[src/rtl/vend_controller_if.sv]
// rtl/vend_controller_if.sv - vend controller signal bundle
// Purpose: groups the accumulator-facing inputs and the controller outputs.
// Ports (signals):
//   money, price   : 16-bit BCD credit and item price (4 digits, [3:0] = ones)
//   buy, cancel    : level-sensitive purchase / refund requests
//   state          : 3-bit controller state, read by the accumulator
//   change         : 16-bit BCD change or refund amount
//   dispense, deny, refund : registered, mutually exclusive result pulses
//   bcd_err        : sticky flag, last snapshot held a digit > 9
// Modports: master drives requests and observes results; slave is the controller.
interface vend_controller_if;
  logic [15:0] money;
  logic [15:0] price;
  logic        buy;
  logic        cancel;
  logic [2:0]  state;
  logic [15:0] change;
  logic        dispense;
  logic        deny;
  logic        refund;
  logic        bcd_err;

  modport master (
    output money, price, buy, cancel,
    input  state, change, dispense, deny, refund, bcd_err
  );

  modport slave (
    input  money, price, buy, cancel,
    output state, change, dispense, deny, refund, bcd_err
  );
endinterface

[src/rtl/vend_controller.sv]
// rtl/vend_controller.sv - vend decision, digit-serial BCD change, result pulses
// Purpose: snapshots credit/price on a request, decides vend/deny/refund,
//          subtracts price from credit one BCD digit per cycle, and holds the
//          selected result pulse for HOLD_CYCLES cycles.
// Ports:
//   clk   : system clock, rising edge
//   reset : asynchronous, active-high
//   bus   : vend_controller_if.slave (money, price, buy, cancel in;
//           state, change, dispense, deny, refund, bcd_err out)
module vend_controller #(
  parameter int unsigned HOLD_CYCLES = 4
) (
  input logic              clk,
  input logic              reset,
  vend_controller_if.slave bus
);

  localparam logic [2:0] S_IDLE     = 3'd0;
  localparam logic [2:0] S_CHECK    = 3'd1;
  localparam logic [2:0] S_SUB      = 3'd2;
  localparam logic [2:0] S_DISPENSE = 3'd3;
  localparam logic [2:0] S_DENY     = 3'd4;
  localparam logic [2:0] S_REFUND   = 3'd5;
  localparam logic [2:0] S_WAIT_REL = 3'd6;

  localparam logic [7:0] HOLD_LAST = 8'(HOLD_CYCLES - 1);

  logic [2:0]  state_q, state_d;
  logic [15:0] change_q, change_d;
  logic [15:0] money_snap_q, money_snap_d;
  logic [15:0] price_snap_q, price_snap_d;
  logic [1:0]  idx_q, idx_d;
  logic        borrow_q, borrow_d;
  logic [7:0]  hold_q, hold_d;
  logic        dispense_q, dispense_d;
  logic        deny_q, deny_d;
  logic        refund_q, refund_d;
  logic        bcd_err_q, bcd_err_d;

  // Digit-serial subtraction datapath for the digit selected by idx_q.
  logic [3:0] shamt;
  logic [3:0] m_dig, p_dig, res_dig;
  logic [4:0] diff;

  function automatic logic has_bad_digit(input logic [15:0] v);
    logic bad;
    bad = 1'b0;
    for (int i = 0; i < 4; i++) begin
      if (v[i*4 +: 4] > 4'd9) bad = 1'b1;
    end
    return bad;
  endfunction

  always_comb begin
    shamt = {idx_q, 2'b00};
    m_dig = 4'(money_snap_q >> shamt);
    p_dig = 4'(price_snap_q >> shamt);
    // 5-bit wrap: bit 4 set means the digit went negative.
    diff    = {1'b0, m_dig} - {1'b0, p_dig} - {4'b0000, borrow_q};
    res_dig = diff[4] ? 4'(diff + 5'd10) : diff[3:0];
  end

  always_comb begin
    state_d      = state_q;
    change_d     = change_q;
    money_snap_d = money_snap_q;
    price_snap_d = price_snap_q;
    idx_d        = idx_q;
    borrow_d     = borrow_q;
    hold_d       = hold_q;
    dispense_d   = 1'b0;
    deny_d       = 1'b0;
    refund_d     = 1'b0;
    bcd_err_d    = bcd_err_q;

    case (state_q)
      S_IDLE: begin
        if (bus.buy) begin
          money_snap_d = bus.money;
          price_snap_d = bus.price;
          bcd_err_d    = 1'b0;
          state_d      = S_CHECK;
        end else if (bus.cancel && (bus.money != 16'h0000)) begin
          money_snap_d = bus.money;
          change_d     = bus.money;
          bcd_err_d    = 1'b0;
          hold_d       = 8'd0;
          refund_d     = 1'b1;
          state_d      = S_REFUND;
        end
      end

      S_CHECK: begin
        if (has_bad_digit(money_snap_q) || has_bad_digit(price_snap_q)) begin
          bcd_err_d = 1'b1;
          deny_d    = 1'b1;
          hold_d    = 8'd0;
          state_d   = S_DENY;
        end else if (money_snap_q >= price_snap_q) begin
          idx_d    = 2'd0;
          borrow_d = 1'b0;
          state_d  = S_SUB;
        end else begin
          deny_d  = 1'b1;
          hold_d  = 8'd0;
          state_d = S_DENY;
        end
      end

      S_SUB: begin
        change_d = (change_q & ~(16'h000F << shamt)) | (16'(res_dig) << shamt);
        borrow_d = diff[4];
        if (idx_q == 2'd3) begin
          dispense_d = 1'b1;
          hold_d     = 8'd0;
          state_d    = S_DISPENSE;
        end else begin
          idx_d = idx_q + 2'd1;
        end
      end

      // The pulse is raised on the entering edge, so HOLD_LAST more edges
      // give exactly HOLD_CYCLES asserted cycles.
      S_DISPENSE, S_DENY, S_REFUND: begin
        if (hold_q == HOLD_LAST) begin
          state_d = S_WAIT_REL;
        end else begin
          hold_d     = hold_q + 8'd1;
          dispense_d = (state_q == S_DISPENSE);
          deny_d     = (state_q == S_DENY);
          refund_d   = (state_q == S_REFUND);
        end
      end

      S_WAIT_REL: begin
        if (!bus.buy && !bus.cancel) state_d = S_IDLE;
      end

      default: state_d = S_IDLE;
    endcase
  end

  always_ff @(posedge clk or posedge reset) begin
    if (reset) begin
      state_q      <= S_IDLE;
      change_q     <= 16'h0000;
      money_snap_q <= 16'h0000;
      price_snap_q <= 16'h0000;
      idx_q        <= 2'd0;
      borrow_q     <= 1'b0;
      hold_q       <= 8'd0;
      dispense_q   <= 1'b0;
      deny_q       <= 1'b0;
      refund_q     <= 1'b0;
      bcd_err_q    <= 1'b0;
    end else begin
      state_q      <= state_d;
      change_q     <= change_d;
      money_snap_q <= money_snap_d;
      price_snap_q <= price_snap_d;
      idx_q        <= idx_d;
      borrow_q     <= borrow_d;
      hold_q       <= hold_d;
      dispense_q   <= dispense_d;
      deny_q       <= deny_d;
      refund_q     <= refund_d;
      bcd_err_q    <= bcd_err_d;
    end
  end

  assign bus.state    = state_q;
  assign bus.change   = change_q;
  assign bus.dispense = dispense_q;
  assign bus.deny     = deny_q;
  assign bus.refund   = refund_q;
  assign bus.bcd_err  = bcd_err_q;

endmodule

[src/flat_wrapper.sv]
// flat-port wrapper written by rule: the top's interface ports become plain ports
module vend_controller_flat 
#(
  parameter int unsigned HOLD_CYCLES = 4
)
  (clk, reset, bus_money, bus_price, bus_buy, bus_cancel, bus_state, bus_change, bus_dispense, bus_deny, bus_refund, bus_bcd_err);
  vend_controller_if bus_i ();
  input logic clk;
  input logic reset;
  input wire logic [$bits(bus_i.money)-1:0] bus_money;
  input wire logic [$bits(bus_i.price)-1:0] bus_price;
  input wire logic [$bits(bus_i.buy)-1:0] bus_buy;
  input wire logic [$bits(bus_i.cancel)-1:0] bus_cancel;
  output wire logic [$bits(bus_i.state)-1:0] bus_state;
  output wire logic [$bits(bus_i.change)-1:0] bus_change;
  output wire logic [$bits(bus_i.dispense)-1:0] bus_dispense;
  output wire logic [$bits(bus_i.deny)-1:0] bus_deny;
  output wire logic [$bits(bus_i.refund)-1:0] bus_refund;
  output wire logic [$bits(bus_i.bcd_err)-1:0] bus_bcd_err;
  assign bus_i.money = bus_money;
  assign bus_i.price = bus_price;
  assign bus_i.buy = bus_buy;
  assign bus_i.cancel = bus_cancel;
  assign bus_state = bus_i.state;
  assign bus_change = bus_i.change;
  assign bus_dispense = bus_i.dispense;
  assign bus_deny = bus_i.deny;
  assign bus_refund = bus_i.refund;
  assign bus_bcd_err = bus_i.bcd_err;
  vend_controller #(.HOLD_CYCLES(HOLD_CYCLES)) u_core (.clk(clk), .reset(reset), .bus(bus_i));
endmodule
[config.mk]
export PLATFORM = sky130hd
export DESIGN_NAME = vend_controller_flat
export DESIGN_NICKNAME = d
export VERILOG_FILES = /design/src/rtl/vend_controller_if.sv /design/src/rtl/vend_controller.sv /design/src/flat_wrapper.sv
export SDC_FILE = /design/constraint.sdc
export NUM_CORES = 1
export LEC_CHECK = 0
export BUFFER_PORTS_ARGS = -buffer_cell sky130_fd_sc_hd__buf_2
export CAP_MARGIN = 30
export CORE_ASPECT_RATIO = 0.6
export CORE_MARGIN = 4
export CORE_UTILIZATION = 50
export CTS_CLUSTER_SIZE = 12
export DETAILED_ROUTE_END_ITERATION = 16
export GPL_ROUTABILITY_DRIVEN = 0
export PLACE_DENSITY = 0.68
export REMOVE_ABC_BUFFERS = 1
export SYNTH_ARGS = -nofsm -noshare
export SYNTH_HDL_FRONTEND = slang
export SYNTH_SLANG_ARGS = --single-unit
[constraint.sdc]
create_clock -name clk -period 5.85 [get_ports clk]
set_input_delay 1.17 -clock clk [delete_from_list [all_inputs] [get_ports clk]]
set_output_delay 1.17 -clock clk [all_outputs]
set_load 0.02 [all_outputs]
==> impl_metrics.yaml <==
global_route:
  grt_pass1_vias: 3127
  antenna_found_initial: 0
  grt_usage_pct: 24.25
  grt_overflow_total: 0
  grt_start_max_net_pins: 67
  grt_pass1_wl_um: 17220
timing:
  skew_ns: 0.006433
  worstMarginPinSlew_ns: 1.040
  max_freq_ghz: 0.2377
  setup_viol: 0
  fin_crit_sh_pct: 71.92
  final_hold_viol_count: 0
  rsz0062_at_grt: "no"
  timing.slew.headroom_pct: 28.87
  fin_crit_ns: 4.207
  finalSetupTns_ns: 0
  slew_viol_final: 0
finish:
  drive_gt1_share_pct: 21.77
  nets: 503
  area_growth_pct: 15.50
  fillers: 646
  n_antenna_cell: 0
cts:
  cts_hold_buf: 0
  cts_sinks: 66
  cts_made_buffers: 9
  cts_tree: "built"
  cts_resized: 0
  cts_setup_buffers: 0
  worstSkewPairLatency_ns: 0.33
  path_clk_slew_ns: 0.05
  cts_buffer_depth: 2
  h-tree-depth: 3
  cts_root_buffer: "clkbuf_16"
floorplanning:
  die_w_um: 122.3
  die_area_um2: 9373
  core_area_um2: 7447
  io_pins: 59
  rows: 24
  die_y_um: 76.61
  start_util_pct: 52.67
routing:
  ant_nets: 0
  wirelength_um: 10720
  drcViolationCount: 0
  vias_per_cell: 6.066
  vias: 3306
  wl_per_cell_um: 19.66
  drt_first_pass_iters: 5
  drt_iter0_drc: 352
synthesis:
  netlist_area_um2: 3923
  synth-edff-count: 0
  async_flop_share_pct: 100.0
  syn_inst: 381
  synth_top_area_share_pct: 42.11
  ys_ff_latch: 66
  yosys_warnings: 0
  synth_ff_type: "dfrtp_1"
  synth-seq-area-share_pct: 42.11
  synth_top_area_cell: "dfrtp_1"
  post_synth.cell_area_avg_um2: 10.30
  yosysUniqueCellTypes: 60
  synthTopCellsByArea: "dfrtp_1 42%, ha_1 8.3%, mux2_1 5.2%, o21ai_0 4.6%, mux4_2 4.6%"
worst_setup_path:
  cp-start-kind: "flip-flop"
  required_ns: 6.06
  crit_fanout: 17
  cp-end-kind: "flip-flop"
  crit_type: "reg -> reg"
  cp.arrival_ns: 4.42
min_path:
  min_path_type: "reg -> reg"
place:
  port_buffers: 58
  place_hpwl_um: 8066
run:
  cap_violations: 0
run_status:
  status: "complete, no violations"
==> layout make-up <==
class	count	area, um^2	area share (%)
multi-input combinational	271	2082	45.95
sequential	66	1652	36.45
timing repair buffer	61	312.8	6.904
clock buffer	12	236.5	5.220
tap	104	130.1	2.872
inverter	30	112.6	2.485
clock inverter	1	5.005	0.1105
==> registers in the layout (all words and copies together) (netlist names), 2 cells and up <==
signal,flops
u_core.money_snap_q,16
u_core.idx_q,2
u_core.price_snap_q,16
u_core.bus.change,16
u_core.hold_q,8
u_core.bus.state,3
==> cells in the mapped netlist, types with 5 or more instances <==
cell,count
mux4_2,8
nor2_1,20
ha_1,26
mux2_1,18
o21ai_0,36
a21oi_1,13
dfrtp_1,66
nand4_1,6
clkbuf_1,9
nor3_1,13
inv_1,30
mux2_2,5
o21ai_1,6
a22oi_1,9
nand2b_1,5
nand2_1,33
==> metal layers <==
layer  track usage, %  share of wire, %  vias to the layer above
li1                 -                 -                     1504
met1            39.79                48                     1589
met2            29.21                39                      191
met3            7.567                11                       22
met4            7.374               1.6                        0
met5                0                 0                        -
==> worst max-delay path, cell delays in order (launching register included) <==
cell      delay [ns]
dfrtp_1         0.74
mux4_2          0.60
fa_1            0.46
fa_1            0.45
xor2_1          0.19
ha_1            0.24
or3_1           0.35
a21oi_1         0.15
a221oi_1        0.08
xnor2_1         0.47
nor2b_1         0.09
a221o_1         0.27
==> logic make-up after synthesis <==
logic type | after synthesis | share of synthesized area, %
AND/OR/NAND/NOR | 107 | 14.29
AO/OA/AOI/OAI | 97 | 16.36
flip-flops | 66 | 42.11
buffers and inverters | 44 | 4.816
multiplexers | 35 | 12.22
adder cells (fa/ha/maj) | 28 | 9.314
XOR/XNOR | 4 | 0.8933
==> worst paths after layout <==
path | start | endpoint | slack [ns] | cells past startpoint
worst max register to register | u_core.idx_q[0] | u_core.bus.change[3] | 1.64 | 11
worst min-delay path | u_core.bus.bcd_err | u_core.bus.bcd_err | 0.49 | 2
worst max-delay path | u_core.idx_q[0] | u_core.bus.change[3] | 1.64 | 11
max in group asynchronous | reset | u_core.bus.bcd_err | 4.23 | 3
worst min register to register | u_core.bus.bcd_err | u_core.bus.bcd_err | 0.49 | 2
min in group asynchronous | reset | u_core.bus.state[2] | 1.09 | 3
==> cells in the final DEF (no fill, tap or decap), types with 4 or more instances in the layout <==
master,count
o21ai_0,36
mux4_2,8
a211oi_1,4
mux2_1,18
clkbuf_16,9
a22oi_1,9
nor2b_1,4
nand2_1,33
dfrtp_1,66
o21ai_1,6
nand2b_1,5
o31ai_1,4
nor3_1,13
nand4_1,6
nor2_1,20
mux2_2,5
nand3_1,4
a21oi_1,13
and3_1,4
ha_1,26
buf_2,58
mux2i_1,4
inv_1,29
==> through the flow <==
stage	cells	hold WS [ns]	setup slack, ns	util (%)	area (um^2)
final	545	0.4903	1.643	60.84	4531
after global routing	545	0.5222	1.450	60.84	4531
after CTS	545	0.4937	1.706	60.84	4531
after detailed placement	532	0.4831	1.735	57.59	4289
after global placement	532	0.4745	1.801	57.59	4289
after floorplan	367	0.4432	2.103	-	3846
Power is left out: the tool's default activity adds up to more than one toggle a clock period on the data nets, which glitch-free logic cannot reach.
